--- src/rtl/fetch_ctrl_pkg.sv ---
// ---------------------------------------------------------------------------
// fetch_ctrl_pkg
// Shared types for the instruction-fetch sequencer:
//   fetch_state_t : sequencer state encoding
//   redirect_t    : a PC redirect request (valid, exception flag, target)
// ---------------------------------------------------------------------------
package fetch_ctrl_pkg;

  typedef enum logic [1:0] {
    S_REQ   = 2'd0,
    S_WAIT  = 2'd1,
    S_HOLD  = 2'd2,
    S_REDIR = 2'd3
  } fetch_state_t;

  typedef struct packed {
    logic        valid;
    logic        is_exc;
    logic [31:0] target;
  } redirect_t;

  localparam redirect_t REDIRECT_NONE = '{valid: 1'b0, is_exc: 1'b0, target: 32'h0};

endpackage

--- src/rtl/fetch_redirect_buf.sv ---
// ---------------------------------------------------------------------------
// fetch_redirect_buf
// Holds the pending PC redirect and merges it with redirect pulses arriving
// this cycle. An exception always wins over a branch, whether the branch is
// pending or pulsing; a branch never displaces a pending exception.
//
// Ports:
//   clk, rst_n                      clock, async active-low reset
//   i_branch_valid/i_branch_target  one-cycle branch redirect pulse
//   i_exc_valid/i_exc_target        one-cycle exception redirect pulse
//   i_clear                         redirect consumed this cycle
//   o_redirect                      pending merged with this cycle's pulses
//   o_pending                       registered pending redirect
// ---------------------------------------------------------------------------
module fetch_redirect_buf
  import fetch_ctrl_pkg::*;
(
  input  logic        clk,
  input  logic        rst_n,
  input  logic        i_branch_valid,
  input  logic [31:0] i_branch_target,
  input  logic        i_exc_valid,
  input  logic [31:0] i_exc_target,
  input  logic        i_clear,
  output redirect_t   o_redirect,
  output redirect_t   o_pending
);

  redirect_t r_pending;
  redirect_t w_pulse;
  redirect_t w_merged;
  logic      w_pending_exc;

  // NOTE: every variable written in a combinational block gets a default
  // first, so no path leaves it unassigned and no latch is inferred.
  always_comb begin
    w_pulse = REDIRECT_NONE;
    if (i_exc_valid) begin
      w_pulse = '{valid: 1'b1, is_exc: 1'b1, target: i_exc_target};
    end else if (i_branch_valid) begin
      w_pulse = '{valid: 1'b1, is_exc: 1'b0, target: i_branch_target};
    end
  end

  assign w_pending_exc = r_pending.valid && r_pending.is_exc;

  // A pulse replaces the pending entry unless it is a branch trying to
  // displace a pending exception.
  always_comb begin
    w_merged = r_pending;
    if (w_pulse.valid && !(w_pending_exc && !w_pulse.is_exc)) begin
      w_merged = w_pulse;
    end
  end

  // NOTE: sequential state uses non-blocking assignments so every flop
  // samples the pre-edge value of every other flop.
  always_ff @(posedge clk or negedge rst_n) begin
    if (!rst_n) begin
      r_pending <= REDIRECT_NONE;
    end else if (i_clear) begin
      // The consumed redirect is dropped; a fresh pulse in the same cycle
      // still becomes the next pending redirect.
      r_pending <= w_pulse;
    end else begin
      r_pending <= w_merged;
    end
  end

  assign o_redirect = w_merged;
  assign o_pending  = r_pending;

endmodule

--- src/rtl/fetch_ctrl.sv ---
// ---------------------------------------------------------------------------
// fetch_ctrl
// Instruction-fetch sequencer between the PC and the instruction bus. Each
// cycle it holds, advances or redirects the PC, runs at most one bus
// transaction, kills wrong-path responses and hands instructions to decode
// with a valid/stall handshake.
//
// Build option: define FETCH_CTRL_PERF_EN to enable the performance
// counters; otherwise the perf_* ports are tied to zero.
//
// Ports:
//   clk, rst_n                         clock, async active-low reset
//   pc_address, pc_alignment_error     current PC and its misalignment flag
//   pc_stall                           hold PC when 1
//   pc_branch_taken/pc_branch_address  branch redirect to PC
//   pc_exc_taken/pc_exc_address        exception redirect to PC
//   branch_valid/branch_target         branch pulse from execute
//   exc_valid/exc_target               exception pulse from commit
//   inst_req/inst_addr                 bus request
//   inst_addr_ok/inst_data_ok/inst_rdata  bus response
//   if_valid/if_pc/if_inst/if_adel     output to decode
//   id_stall                           decode cannot accept
//   perf_fetch_cnt/perf_kill_cnt/perf_stall_cnt  performance counters
// ---------------------------------------------------------------------------
module fetch_ctrl
  import fetch_ctrl_pkg::*;
#(
  parameter int CNT_W = 32
) (
  input  logic             clk,
  input  logic             rst_n,
  input  logic [31:0]      pc_address,
  input  logic             pc_alignment_error,
  output logic             pc_stall,
  output logic             pc_branch_taken,
  output logic [31:0]      pc_branch_address,
  output logic             pc_exc_taken,
  output logic [31:0]      pc_exc_address,
  input  logic             branch_valid,
  input  logic [31:0]      branch_target,
  input  logic             exc_valid,
  input  logic [31:0]      exc_target,
  output logic             inst_req,
  output logic [31:0]      inst_addr,
  input  logic             inst_addr_ok,
  input  logic             inst_data_ok,
  input  logic [31:0]      inst_rdata,
  output logic             if_valid,
  output logic [31:0]      if_pc,
  output logic [31:0]      if_inst,
  output logic             if_adel,
  input  logic             id_stall,
  output logic [CNT_W-1:0] perf_fetch_cnt,
  output logic [CNT_W-1:0] perf_kill_cnt,
  output logic [CNT_W-1:0] perf_stall_cnt
);

  fetch_state_t r_state, w_state_next;
  logic         r_req_active, w_req_active_next;
  logic         r_kill, w_kill_next;
  logic [31:0]  r_fetch_pc;
  logic [31:0]  r_hold_inst;

  redirect_t    w_redirect;
  redirect_t    w_pending;
  logic         w_clear;
  logic         w_kill;
  logic         w_pulse;

  logic         w_pc_stall, w_br_taken, w_exc_taken;
  logic [31:0]  w_br_addr, w_exc_addr;
  logic         w_inst_req;
  logic [31:0]  w_inst_addr;
  logic         w_if_valid, w_if_adel;
  logic [31:0]  w_if_pc, w_if_inst;

  fetch_redirect_buf u_redirect_buf (
    .clk             (clk),
    .rst_n           (rst_n),
    .i_branch_valid  (branch_valid),
    .i_branch_target (branch_target),
    .i_exc_valid     (exc_valid),
    .i_exc_target    (exc_target),
    .i_clear         (w_clear),
    .o_redirect      (w_redirect),
    .o_pending       (w_pending)
  );

  assign w_pulse = branch_valid || exc_valid;
  // Any redirect seen while waiting makes the outstanding response wrong-path.
  assign w_kill  = r_kill || w_redirect.valid;

  always_comb begin
    w_state_next      = r_state;
    w_req_active_next = 1'b0;
    w_kill_next       = r_kill;
    w_clear           = 1'b0;
    w_pc_stall        = 1'b1;
    w_br_taken        = 1'b0;
    w_br_addr         = 32'h0;
    w_exc_taken       = 1'b0;
    w_exc_addr        = 32'h0;
    w_inst_req        = 1'b0;
    w_inst_addr       = 32'h0;
    w_if_valid        = 1'b0;
    w_if_pc           = 32'h0;
    w_if_inst         = 32'h0;
    w_if_adel         = 1'b0;

    unique case (r_state)
      S_REQ: begin
        // Once inst_req is up it must stay stable until inst_addr_ok, so a
        // redirect only short-circuits the entry cycle; later ones kill the
        // response in S_WAIT instead.
        if (w_redirect.valid && !r_req_active) begin
          w_state_next = S_REDIR;
        end else if (pc_alignment_error && !r_req_active) begin
          w_if_valid = 1'b1;
          w_if_adel  = 1'b1;
          w_if_pc    = pc_address;
          if (!id_stall) begin
            w_pc_stall = 1'b0;
          end
        end else begin
          w_inst_req        = 1'b1;
          w_inst_addr       = pc_address;
          w_req_active_next = !inst_addr_ok;
          if (inst_addr_ok) begin
            w_pc_stall   = 1'b0;
            w_state_next = S_WAIT;
          end
        end
      end

      S_WAIT: begin
        w_kill_next = w_kill;
        if (inst_data_ok) begin
          if (w_kill) begin
            w_state_next = S_REDIR;
          end else begin
            w_if_valid   = 1'b1;
            w_if_pc      = r_fetch_pc;
            w_if_inst    = inst_rdata;
            w_state_next = id_stall ? S_HOLD : S_REQ;
          end
        end
      end

      S_HOLD: begin
        if (w_pulse) begin
          w_state_next = S_REDIR;
        end else begin
          w_if_valid = 1'b1;
          w_if_pc    = r_fetch_pc;
          w_if_inst  = r_hold_inst;
          if (!id_stall) begin
            w_state_next = S_REQ;
          end
        end
      end

      S_REDIR: begin
        w_pc_stall   = 1'b0;
        w_exc_taken  = w_pending.valid && w_pending.is_exc;
        w_br_taken   = w_pending.valid && !w_pending.is_exc;
        w_exc_addr   = w_exc_taken ? w_pending.target : 32'h0;
        w_br_addr    = w_br_taken  ? w_pending.target : 32'h0;
        w_clear      = 1'b1;
        w_kill_next  = 1'b0;
        w_state_next = S_REQ;
      end

      default: w_state_next = S_REQ;
    endcase
  end

  always_ff @(posedge clk or negedge rst_n) begin
    if (!rst_n) begin
      r_state      <= S_REQ;
      r_req_active <= 1'b0;
      r_kill       <= 1'b0;
      r_fetch_pc   <= 32'h0;
      r_hold_inst  <= 32'h0;
    end else begin
      r_state      <= w_state_next;
      r_req_active <= w_req_active_next;
      r_kill       <= w_kill_next;
      if (r_state == S_REQ && w_inst_req && inst_addr_ok) begin
        r_fetch_pc <= pc_address;
      end
      if (r_state == S_WAIT && inst_data_ok && !w_kill && id_stall) begin
        r_hold_inst <= inst_rdata;
      end
    end
  end

  // Outputs are forced to their reset values while rst_n is low, so a reset
  // abandons an in-flight transaction within the same cycle.
  assign pc_stall          = rst_n ? w_pc_stall  : 1'b1;
  assign pc_branch_taken   = rst_n && w_br_taken;
  assign pc_branch_address = rst_n ? w_br_addr   : 32'h0;
  assign pc_exc_taken      = rst_n && w_exc_taken;
  assign pc_exc_address    = rst_n ? w_exc_addr  : 32'h0;
  assign inst_req          = rst_n && w_inst_req;
  assign inst_addr         = rst_n ? w_inst_addr : 32'h0;
  assign if_valid          = rst_n && w_if_valid;
  assign if_pc             = rst_n ? w_if_pc     : 32'h0;
  assign if_inst           = rst_n ? w_if_inst   : 32'h0;
  assign if_adel           = rst_n && w_if_adel;

`ifdef FETCH_CTRL_PERF_EN
  logic             w_accept, w_discard;
  logic [CNT_W-1:0] r_fetch_cnt, r_kill_cnt, r_stall_cnt;

  assign w_accept  = w_if_valid && !id_stall;
  assign w_discard = (r_state == S_WAIT && inst_data_ok && w_kill) ||
                     (r_state == S_HOLD && w_pulse);

  // Counters wrap naturally at 2^CNT_W.
  always_ff @(posedge clk or negedge rst_n) begin
    if (!rst_n) begin
      r_fetch_cnt <= '0;
      r_kill_cnt  <= '0;
      r_stall_cnt <= '0;
    end else begin
      if (w_accept)               r_fetch_cnt <= r_fetch_cnt + 1'b1;
      if (w_discard)              r_kill_cnt  <= r_kill_cnt + 1'b1;
      if (w_if_valid && id_stall) r_stall_cnt <= r_stall_cnt + 1'b1;
    end
  end

  assign perf_fetch_cnt = r_fetch_cnt;
  assign perf_kill_cnt  = r_kill_cnt;
  assign perf_stall_cnt = r_stall_cnt;
`else
  assign perf_fetch_cnt = '0;
  assign perf_kill_cnt  = '0;
  assign perf_stall_cnt = '0;
`endif

endmodule
--- config.mk ---
export PLATFORM = sky130hd
export DESIGN_NAME = fetch_ctrl
export DESIGN_NICKNAME = d
export VERILOG_FILES = /design/src/rtl/fetch_ctrl_pkg.sv /design/src/rtl/fetch_redirect_buf.sv /design/src/rtl/fetch_ctrl.sv
export SDC_FILE = /design/constraint.sdc
export NUM_CORES = 1
export LEC_CHECK = 0
export ABC_AREA = 1
export ABC_CLOCK_PERIOD_IN_PS = 3000
export CORE_AREA = 2 2 156 158
export DETAILED_ROUTE_END_ITERATION = 16
export DIE_AREA = 0 0 158 160
export SLEW_MARGIN = 20
export SYNTH_ARGS = -nofsm -noshare
export SYNTH_HDL_FRONTEND = slang
export SYNTH_SLANG_ARGS = --single-unit
export TNS_END_PERCENT = 20
--- constraint.sdc ---
create_clock -name clk -period 3 [get_ports clk]
set_input_delay 0.6 -clock clk [delete_from_list [all_inputs] [get_ports clk]]
set_output_delay 0.6 -clock clk [all_outputs]
set_load 0.05 [all_outputs]
==> impl_metrics.tcl, run 1 <==
set metrics [dict create \
    via_count 6825 \
    tns_ps 0 \
    synthDistinctLibCells 25 \
    gp_congestion 0.771 \
    r2r-end "r_hold_inst[0]$_DFFE_PN0P_" \
    ant_nets 0 \
    overflow 0 \
    ff_latch_area_mm2 0.00255 \
    ioPinCount 398 \
    ir_worst_vdd_v 0.000261 \
    maxCapViolCount 0 \
    outcome "finished, final reports clean" \
    crit_path_max_incr_delay_ps 510 \
    drive_above_1_share_pct 20.3 \
    area_delta_synth_final_pct 75.2 \
    power.density_mw_per_mm2 457 \
    cp_top_family "buffers and inverters" \
    clk_pin_slew_ps 70 \
    ff2ff_setup_slack_ps 1120 \
    cts-buffers-inserted 9 \
    layout_setup_ws_ps 92.3 \
    core_area_mm2 0.0238 \
    min_path_type "in2async" \
    cts_tree "built" \
    first_pass_iters 5 \
    cpMaxStageDelayCell "clkdlybuf4s50_1" \
    path_class "in2out" \
    hold_viol 0 \
    dpl.hpwl_mm 16.7 \
    synth_flop_cell "dfrtp_1" \
    min_period_over_period_pct 96.9 \
    tightest_slew_ps 711 \
    grt_pass1_vias 6463 \
    synth_warnings 0 \
    die_width_um 158 \
    port_buffers 301 \
    slew_headroom_pct 52.6 \
    synth_edf_count 0 \
    clock_latency_ps 360 \
    critPathBufInv 4 \
    track_usage_pct 17.8 \
    grt_pass1_wl_mm 35.5 \
    final_common_cell "nand2_1" \
    cts.sinks 102 \
    wl_mm 22.8 \
    total_leakage_power_nw 5.28 \
    r2r-start "r_state[1]$_DFFE_PN0P_" \
    nFillCells 2250 \
    cts_max_level 3 \
    synth_seq_cells 102 \
    layout_common_cells "nand2_1, buf_12, nor2_1" \
    rows 57 \
    synthTopCellsByArea "dfrtp_1, nand2_1, buf_4" \
    synth_area_leader_cell "dfrtp_1" \
    root_buffer "clkbuf_16" \
    max_freq_ghz 0.344 \
    report.final.slew_viol_count 0 \
    path_max_fanout 29 \
    seq_area_frac_synth_pct 37.9 \
    path_cells "clkdlybuf4s50_1 -> nor2_8 -> nand2_1 -> inv_2 -> buf_12 -> nand2_1 -> a21oi_1 -> buf_12" \
    grt_max_degree 75 \
    dp_slack_ps 36.4 \
    cts_hold_buf 0 \
    period_needed_ps 2910 \
    place_inst 1568 \
    start_util_pct 28.3 \
    drt_iter0_drc 337 \
    syn-cell-area_mm2 0.00674 \
    die_y_um 160 \
    r2r_cells 11 \
    design_area_mm2 0.0118 \
    final_cells 1586 \
    setup_viol 0 \
    finClkSkew_ps 11.2 \
    multi_input_area_mm2 0.00328 \
    routedWlPerCell_um 14.4 \
    worstPathRequired_ps 2400 \
    antenna_found_initial 1 \
    avgSynthCellArea_um2 6.86 \
    async_flop_share_pct 100 \
    start_kind "primary input" \
    cts_max_path_buffers 2 \
    end_kind "output port" \
    cp.arrival_ps 2310 \
    synth.top_cell.area_share_pct 37.9 \
    synth_cells 983 \
    dpl-instance-area_mm2 0.0114 \
    die_area_mm2 0.0253 \
    nNetsFinal 1396 \
    drc 0 \
    vias_per_cell 4.30 \
]
[layer usage]
metal  share of wire [%]  vias up  global-route usage [%]
met1                  41     3142                    22.0
met4                 2.0        0                    5.41
li1                    -     3417                       -
met5                   0        -                       0
met3                 7.8       26                    4.97
met2                  49      240                    29.9
[where the power goes]
part	switching, W	internal (W)
logic	0.00152	0.000825
registers	0.000161	0.00167
clock network	0.000631	0.000595
[how the worst max path moves through the flow]
stage                             to  slack (ps)         start  depth (start not counted)
4_1_cts                  if_inst[12]          30  branch_valid                          8
3_5_place_dp             if_inst[29]          40  branch_valid                          8
3_3_place_gp             if_inst[12]          40  branch_valid                          8
2_1_floorplan  pc_branch_address[10]         -30         rst_n                          5
5_1_grt                     if_pc[8]          -6     exc_valid                          8
6_report                 if_inst[26]          90     exc_valid                          8
[cells in the mapped netlist, types with 4 or more instances]
library cell and n:
nand3_1 72, inv_1 84, a21oi_1 55, nand2_1 280, dfrtp_1 102, buf_4 105
buf_2 22, o21ai_1 32, buf_6 4, a31oi_1 32, clkbuf_1 25, o21ai_0 4
nor2_1 137, ha_1 4, a21oi_2 9
[repair_timing]
| item | in CTS | in global routing |
|---|---|---|
| setup buffers | 0 | 1 |
| resized for setup | 0 | 30 |
| setup endpoints to repair | 0 | 53 |
[layout make-up]
cell class	count	share of cell area [%]
multi-input cells	731	27.8
clock inverters	7	0.668
inverters	87	2.79
repair buffers	325	41.8
diodes	1	0.0212
flip-flops and latches	102	21.6
well taps	324	3.43
clock buffers	9	1.91
[through the flow]
stage	hold slack [ps]	utilization [%]	total power (W)
5_1_grt	39.8	49.6	0.00574
3_5_place_dp	423	47.7	0.00418
3_3_place_gp	420	47.7	0.00414
6_report	57.7	49.6	0.00539
4_1_cts	36.2	49.0	0.00544
2_1_floorplan	304	-	0.00334
[flip-flops by register name, indices dropped and copies added, names as in the netlist]
signal                    cells
r_fetch_pc                   32
r_hold_inst                  32
r_kill                        1
r_req_active                  1
r_state                       2
u_redirect_buf.o_pending     34
[cell families (layout without fill, tap and decap cells)]
kind of cell / after synthesis / in the layout / synth area share, %
DFF: 102 / 102 / 37.9
AOI/OAI and AO/OA: 133 / 133 / 11.0
buffers and inverters: 245 / 428 / 20.6
adders and majority gates: 4 / 4 / 0.743
other: 1 / 97 / 0.0556
and+or+nand+nor: 498 / 498 / 29.7
(Power assumes the default switching activity.)
==> run 2: changes to the inputs <==
CAP_MARGIN = 10   (was not set)
==> results of run 2 <==
No change in the layout: final DEF, timing and power equal those of run 1.
